## src/rtl/bshift_pipe_if.sv

```systemverilog
// bshift_pipe_if: input/output handshake bundle for bshift_pipe; out_carry exists only with BSHIFT_PIPE_CARRY_EN
interface bshift_pipe_if #(
    parameter int WIDTH = 16
);
    logic                     in_valid;
    logic                     in_ready;
    logic [WIDTH-1:0]         in_data;
    logic [$clog2(WIDTH)-1:0] in_amt;
    logic [1:0]               in_mode;
    logic                     out_valid;
    logic                     out_ready;
    logic [WIDTH-1:0]         out_data;
`ifdef BSHIFT_PIPE_CARRY_EN
    logic                     out_carry;
    modport master (
        output in_valid, in_data, in_amt, in_mode, out_ready,
        input  in_ready, out_valid, out_data, out_carry
    );
    modport slave (
        input  in_valid, in_data, in_amt, in_mode, out_ready,
        output in_ready, out_valid, out_data, out_carry
    );
`else
    modport master (
        output in_valid, in_data, in_amt, in_mode, out_ready,
        input  in_ready, out_valid, out_data
    );
    modport slave (
        input  in_valid, in_data, in_amt, in_mode, out_ready,
        output in_ready, out_valid, out_data
    );
`endif
endinterface

```

## src/rtl/bshift_pipe.sv

```systemverilog
// bshift_pipe: pipelined SLL/SRL/SRA/ROR barrel shifter with valid/ready backpressure.
// Define BSHIFT_PIPE_CARRY_EN to add out_carry (last bit shifted out).
module bshift_pipe #(
    parameter int WIDTH  = 16,
    parameter int STAGES = 2
) (
    input logic          clk,
    input logic          rst,
    bshift_pipe_if.slave io
);
    localparam int L = $clog2(WIDTH);

    typedef logic [WIDTH-1:0] word_t;

    typedef struct packed {
        word_t          data;
        logic [L-1:0]   amt;
        logic [1:0]     mode;
        logic           sign;
`ifdef BSHIFT_PIPE_CARRY_EN
        logic           carry;
`endif
    } beat_t;

    logic [STAGES-1:0] valid_q, valid_d, valid_c;
    logic [STAGES:0]   take;
    beat_t             pipe_q [STAGES];
    beat_t             pipe_d [STAGES];
    beat_t             pipe_c [STAGES];
    beat_t             in_beat;
    beat_t             nxt;

    // Right shifts share one path; fill supplies rotate-in bits or sign copies.
    function automatic word_t level(word_t d, int sh, logic [1:0] mode, logic sign);
        word_t ones, fill;
        ones = '1;
        fill = mode == 2'b11 ? d << (WIDTH - sh) : (mode == 2'b10 && sign) ? ~(ones >> sh) : '0;
        return mode == 2'b00 ? d << sh : (d >> sh) | fill;
    endfunction

    always_comb begin
        in_beat      = '0;
        in_beat.data = io.in_data;
        in_beat.amt  = io.in_amt;
        in_beat.mode = io.in_mode;
        in_beat.sign = io.in_data[WIDTH-1];
`ifdef BSHIFT_PIPE_CARRY_EN
        in_beat.carry = io.in_amt == '0 ? 1'b0 :
                        io.in_mode == 2'b00 ? io.in_data[L'(0) - io.in_amt] : io.in_data[io.in_amt - L'(1)];
`endif
    end

    for (genvar g = 0; g < STAGES; g++) begin : g_chain
        if (g == 0) begin : g_in
            assign valid_c[0] = io.in_valid;
            assign pipe_c[0]  = in_beat;
        end else begin : g_mid
            assign valid_c[g] = valid_q[g-1];
            assign pipe_c[g]  = pipe_q[g-1];
        end
    end

    // A stage loads when empty or when its successor takes its beat this cycle.
    always_comb begin
        take[STAGES] = io.out_ready;
        for (int s = STAGES - 1; s >= 0; s--)
            take[s] = !valid_q[s] || take[s+1];
        nxt = '0;
        for (int s = 0; s < STAGES; s++) begin
            nxt = pipe_c[s];
            for (int k = 0; k < L; k++)
                if (k >= s * L / STAGES && k < (s + 1) * L / STAGES && nxt.amt[k])
                    nxt.data = level(nxt.data, 1 << k, nxt.mode, nxt.sign);
            valid_d[s] = take[s] ? valid_c[s] : valid_q[s];
            pipe_d[s]  = take[s] && valid_c[s] ? nxt : pipe_q[s];
        end
    end

    always_ff @(posedge clk or posedge rst) begin
        if (rst) begin
            valid_q <= '0;
            for (int s = 0; s < STAGES; s++)
                pipe_q[s] <= '0;
        end else begin
            valid_q <= valid_d;
            pipe_q  <= pipe_d;
        end
    end

    assign io.in_ready  = take[0];
    assign io.out_valid = valid_q[STAGES-1];
    assign io.out_data  = pipe_q[STAGES-1].data;
`ifdef BSHIFT_PIPE_CARRY_EN
    assign io.out_carry = pipe_q[STAGES-1].carry;
`endif
endmodule

```

## src/flat_wrapper.sv

```systemverilog
// flat-port wrapper written by rule: the top's interface ports become plain ports
module bshift_pipe_flat 
#(
    parameter int WIDTH  = 16,
    parameter int STAGES = 2
)
  (clk, rst, io_in_valid, io_in_data, io_in_amt, io_in_mode, io_out_ready, io_in_ready, io_out_valid, io_out_data);
  bshift_pipe_if #(.WIDTH(WIDTH)) io_i ();
  input logic clk;
  input logic rst;
  input wire logic [$bits(io_i.in_valid)-1:0] io_in_valid;
  input wire logic [$bits(io_i.in_data)-1:0] io_in_data;
  input wire logic [$bits(io_i.in_amt)-1:0] io_in_amt;
  input wire logic [$bits(io_i.in_mode)-1:0] io_in_mode;
  input wire logic [$bits(io_i.out_ready)-1:0] io_out_ready;
  output wire logic [$bits(io_i.in_ready)-1:0] io_in_ready;
  output wire logic [$bits(io_i.out_valid)-1:0] io_out_valid;
  output wire logic [$bits(io_i.out_data)-1:0] io_out_data;
  assign io_i.in_valid = io_in_valid;
  assign io_i.in_data = io_in_data;
  assign io_i.in_amt = io_in_amt;
  assign io_i.in_mode = io_in_mode;
  assign io_i.out_ready = io_out_ready;
  assign io_in_ready = io_i.in_ready;
  assign io_out_valid = io_i.out_valid;
  assign io_out_data = io_i.out_data;
  bshift_pipe #(.WIDTH(WIDTH), .STAGES(STAGES)) u_core (.clk(clk), .rst(rst), .io(io_i));
endmodule
```

## config.mk

```make
export PLATFORM = sky130hd
export DESIGN_NAME = bshift_pipe_flat
export DESIGN_NICKNAME = d
export VERILOG_FILES = /design/src/rtl/bshift_pipe_if.sv /design/src/rtl/bshift_pipe.sv /design/src/flat_wrapper.sv
export SDC_FILE = /design/constraint.sdc
export NUM_CORES = 1
export LEC_CHECK = 0
export BUFFER_PORTS_ARGS = -buffer_cell sky130_fd_sc_hd__buf_2
export CAP_MARGIN = 0
export CORE_MARGIN = 1
export CORE_UTILIZATION = 60
export CTS_CLUSTER_DIAMETER = 150
export DETAILED_ROUTE_END_ITERATION = 16
export HOLD_SLACK_MARGIN = 0.02
export PLACE_DENSITY = 0.92
export SETUP_SLACK_MARGIN = 0.2
export SYNTH_ARGS = -nofsm -noshare
export SYNTH_HDL_FRONTEND = slang
export SYNTH_SLANG_ARGS = --single-unit
```

## constraint.sdc

```tcl
create_clock -name clk -period 2.57 [get_ports clk]
set_clock_uncertainty 0.05 [all_clocks]
set_input_delay 0.257 -clock clk [delete_from_list [all_inputs] [get_ports clk]]
set_output_delay 0.257 -clock clk [all_outputs]
set_load 0.02 [all_outputs]
```

Yosys cells after proc, flatten, opt, wreduce, memory -nomap -nowiden
Index checks and enable logic that the tools add are counted.
- equal/unequal tests: 4
- mux-type cells: 16
- bitwise operators: 4
- reductions and logical operators: 10
- operators with widths (operator ; count):
    two-way mux 16 bit ; 16
    OR 12 x 16 -> 16 bit ; 1
    OR 14 x 16 -> 16 bit ; 1
    OR 15 x 16 -> 16 bit ; 1
    OR 8 x 16 -> 16 bit ; 1
    equality test 2 bit, second input constant ; 4
    logical AND 1 bit ; 4
    zero test 2 bit ; 2
    zero test 1 bit ; 2
    logical OR 1 bit ; 2
- bits in registers: 41
- input port bits: 26
- output and inout bits: 18
- logic and storage cells: 41

Depth between registers and ports, before layout
- word-level depth: 11
- gate-level depth with buffers: 7
- gate-level depth less buffers: 4

Worst setup path after synthesis
OpenSTA, ideal clock, no wires.
- kind: reg2reg
- start point: register u_core.valid_q[1]
- end point: register u_core.pipe_q (netlist bit u_core.pipe_c[22])
- setup time: 0.151 ns
- arrival: 1.453 ns
- required time: 2.369 ns
- setup slack: 0.916 ns
- stages on the path, launching flop included: 6
- buffers on the path: 2
- clock period less this slack: 1.654 ns
- path through: dfrtp_1 -> nand3b_1 -> and2_1 -> buf_2 -> clkbuf_1 -> a41oi_1
- word-level cells in the longest chain between the ends: 4
- RTL lines (what ; RTL line ; source):
    start: declaration ; bshift_pipe.sv:25 ; logic [STAGES-1:0] valid_q, valid_d, valid_c;
    start signal: assignment ; bshift_pipe.sv:85 ; valid_q <= valid_d;
    zero test 1 bit ; bshift_pipe.sv:67 ; take[s] = !valid_q[s] || take[s+1];
    logical OR 1 bit (2 in a row) ; bshift_pipe.sv:67 ;
    named net io_in_ready ; flat_wrapper.sv:16 ; output wire logic [$bits(io_i.in_ready)-1:0] io_in_ready;
    logical AND 1 bit ; bshift_pipe.sv:75 ; pipe_d[s] = take[s] && valid_c[s] ? nxt : pipe_q[s];
    end signal: assignment ; bshift_pipe.sv:86 ; pipe_q <= pipe_d;
    end: declaration ; bshift_pipe.sv:27 ; beat_t pipe_q [STAGES];
The timed path passes the listed nets, and every way through them passes these cells.
A chain may end at the register's enable or synchronous reset.

Worst setup path in the final report
- start point: register u_core.pipe_q (netlist bit u_core.nxt[1])
- end point: register u_core.pipe_q (netlist bit u_core.io.out_data[7])
- word-level cells in the longest chain between the ends: 10
- elaborated cells between the ends (all ways): 13
- classes of those cells: eq/ne: 2; mux: 7; bitwise: 2; reduce/logical: 2
- RTL lines (what ; RTL line ; source):
    equality test 2 bit ; bshift_pipe.sv:37 ; fill = mode == 2'b11 ? d << (WIDTH - sh) : (mode == 2'b10 && sign) ? ~(ones >> sh) : '0;
    logical AND 1 bit ; bshift_pipe.sv:37 ;
    two-way mux 16 bit (2 in a row) ; bshift_pipe.sv:37 ;
    OR 12 x 16 -> 16 bit ; bshift_pipe.sv:38 ; return mode == 2'b00 ? d << sh : (d >> sh) | fill;
    two-way mux 16 bit ; bshift_pipe.sv:38 ;
    two-way mux 16 bit ; bshift_pipe.sv:72 ; if (k >= s * L / STAGES && k < (s + 1) * L / STAGES && nxt.amt[k])
    OR 8 x 16 -> 16 bit ; bshift_pipe.sv:38 ;
    two-way mux 16 bit ; bshift_pipe.sv:38 ;
    two-way mux 16 bit (*) ; bshift_pipe.sv:72 ;
Mark *: on every way between the ends. The rest lies on a longest branch, timed or not.

==> impl_results.md <==
* Core area at 4790 sq um
* Std-Cell Rows at 25
* Data required, critical path at 2.69 ns
* Worst path bufs/invs at 0
* Slowest cell on crit path: dfrtp_1
* Commonest cells after routing, fill and taps aside: buf_2 (43), a21oi_1 (42), nor2_1 (39), dfrtp_1 (39), nand2_1 (25)
* Die H at 72.8 microns
* Max_slew headroom at 58.6%
* CP top delay family: flip-flops
* DRT Pass-1 Iters at 5
* # setup viols final at 0
* Max_cap viols at 0
* Worst-Margin Slew at 0.621 ns
* GPL Wtd Cong at 0.971
* First-pass GRT wire length at 12.2 mm
* Synthesis-stage register bit count at 39
* Inserted Clock Buffers at 5
* Post-Syn Area per Cell at 8.18 sq um
* Sequence of cells on the critical path: or2_1, mux2_1, a211oi_1, o31ai_1
* R2R depth at 4
* Fin Setup TNS at 0 ns
* ANT nets after route at 0
* Share of cells above drive strength 1 at 15.8%
* R2r setup slk at 0.56 ns
* Detailed-route via count at 3066
* Fin crit share at 78.2%
* Startpoint Class: flop
* IO Count at 44
* Final core occ at 68.7%
* Clock root cell: clkbuf_8
* Final HPWL DP at 5.40 mm
* Clk_lat worst skew at 0.29 ns
* Clock buffer depth at 2
* P&R area growth vs syn at 9.18%
* Tmin final at 2.01 ns
* Mapped Cells at 368
* Diode count at 0
* Starting DRT DRC Count at 300
* I/O Buffers at 43
* Peak supply drop at 301 uV
* Via density at 6.67
* Synth Warn # at 0
* Die area at 5310 sq um
* RSZ-0062 raised after global routing: false
* Slowest stage delay, CP at 0.60 ns
* Avg WL per Cell at 16.2 microns
* PD cells at 652 nW/um^2
* Final Max Tran Viols at 0
* Distinct cells, synth at 50
* Die width at 72.8 microns
* Most common cell after layout, fill and taps aside: buf_2
* Sink Count at 39
* Vias in the first global route at 2695
* Leakage at 1.33 nW
* Sequential element share of the synthesized area at 32.4%
* Initial antenna violation count at 0
* Worst setup path class: flop to flop
* Reg2reg start: u_core.nxt[1]
* H-tree depth at 2
* R2r endpoint: u_core.io.out_data[7]
* Starting Density at 62.9%
* Clk pin slew, worst setup/hold paths at 0.07 ns
* Largest net degree at the start of global routing at 40
* Maximum fanout along the worst path at 16
* CTS resizes at 0
* Final net count at 418
* Grt total ovfl at 0
* Net count after synthesis at 394
* Fillers at 385
* CTS tree: yes
* Crit. End Element: flop
* Achievable Freq at 498 MHz
* Gr usage total at 29.3%
* Post-Syn Area at 3010 sq um
* Final hold vios at 0
* Status: finished, final reports clean
* Crit path DAT at 2.13 ns
* Post-CTS Setup Bufs at 0
* Residual DRC at 0
* Hold_buf cts at 0
* Worst hold path type: input port to async pin
* WL final at 7.44 mm
==> cell usage after synthesis, drive strengths merged <==
cell | count | area share [%]
o31ai | 3 | 0.75
a21oi | 43 | 7.3
o32a | 1 | 0.33
o21ai | 24 | 4.0
and4b | 1 | 0.33
o22a | 2 | 0.58
inv | 5 | 0.62
o211ai | 1 | 0.25
a2bb2oi | 1 | 0.29
o221ai | 7 | 2.0
nand4 | 1 | 0.21
a2111oi | 1 | 0.29
o311a | 1 | 0.33
a311oi | 16 | 4.7
nand3 | 5 | 0.83
a32oi | 1 | 0.29
a22o | 3 | 0.87
o2111ai | 1 | 0.50
and2 | 3 | 0.62
nor2b | 11 | 2.3
clkbuf | 13 | 1.6
nand2b | 7 | 1.5
a221oi | 4 | 1.2
or2 | 2 | 0.42
mux2i | 17 | 5.7
a41oi | 1 | 0.29
a21boi | 2 | 0.50
nor4 | 2 | 0.42
dfrtp | 39 | 32
or3b | 13 | 3.8
nand3b | 3 | 0.75
o22ai | 4 | 0.83
a21o | 1 | 0.25
a211oi | 3 | 0.75
o2bb2ai | 3 | 0.87
a311o | 2 | 0.66
a31oi | 10 | 2.1
buf | 21 | 3.9
mux2 | 10 | 3.7
o21a | 5 | 1.2
nor2 | 40 | 5.1
nand2 | 25 | 3.1
nor3 | 10 | 1.7
==> layer usage <==
metal / part of all wire [%] / track usage [%] / routed length (microns) / up-vias
li1: - / - / - / 1446
met1: 42 / 37.2 / 3120 / 1417
met2: 47 / 49.1 / 3510 / 164
met3: 6.9 / 3.45 / 516 / 39
met4: 3.9 / 15.3 / 293 / 0
met5: 0 / 0 / 0 / -
==> worst min-delay path, stage by stage <==
cell and delay, ns:
buf_2 0.09, inv_1 0.04, buf_4 0.41
==> through the flow <==
| stage | hold slack, ns | power [mW] | setup slack [ns] | instances | cell area, sq um |
|---|---|---|---|---|---|
| finish | 0.0150 | 2.14 | 0.562 | 460 | 3290 |
| global route | 0.0807 | 2.27 | 0.420 | 460 | 3290 |
| CTS | 0.0329 | 2.14 | 0.567 | 460 | 3290 |
| detailed placement | 0.343 | 1.74 | 0.584 | 452 | 3200 |
| global placement | 0.338 | 1.71 | 0.660 | 452 | 3200 |
| floorplan | 0.315 | 1.50 | 0.916 | 368 | 3010 |
==> sequential cells by signal (all words and copies together), names as in the netlist <==
name / flops
u_core.io.out_data: 16
u_core.nxt: 5
u_core.pipe_c: 16
u_core.valid_q: 2
==> worst max-delay path by stage <==
stage	cells after the start	to	slack (ns)	startpoint
2_1_floorplan	5	u_core.pipe_c[22]	0.92	u_core.valid_q[1]
3_3_place_gp	4	u_core.io.out_data[7]	0.66	u_core.nxt[1]
3_5_place_dp	4	u_core.io.out_data[7]	0.58	u_core.nxt[1]
4_1_cts	4	u_core.io.out_data[7]	0.57	u_core.nxt[1]
5_1_grt	4	u_core.io.out_data[7]	0.42	u_core.nxt[1]
6_report	4	u_core.io.out_data[7]	0.56	u_core.nxt[1]
==> layout make-up <==
cell class,count,area [sq um],share of cell area (%)
clock buffers,6,72.6,2.21
repair buffers,51,275,8.37
multi-input cells,290,1850,56.2
well taps,67,83.8,2.55
clock inverters,2,12.5,0.381
flip-flops and latches,39,976,29.7
inverters,5,18.8,0.571
==> kinds of logic (layout without fill, tap and decap cells) <==
| kind of cell | Yosys count | count (layout) | synth area share (%) |
|---|---|---|---|
| and+or+nand+nor | 123 | 123 | 20.9 |
| DFF | 39 | 39 | 32.4 |
| muxes | 27 | 27 | 9.39 |
| buffers and inverters | 39 | 64 | 6.19 |
| AOI/OAI and AO/OA | 140 | 140 | 31.1 |
==> report_power, final <==
part	internal [mW]	switching, mW	leakage (nW)
Combinational	0.338	0.494	0.842
Sequential	0.750	0.163	0.445
Clock	0.189	0.210	0.0412
Total	1.28	0.867	1.33
Note: power is estimated with default switching activity, not from simulation.
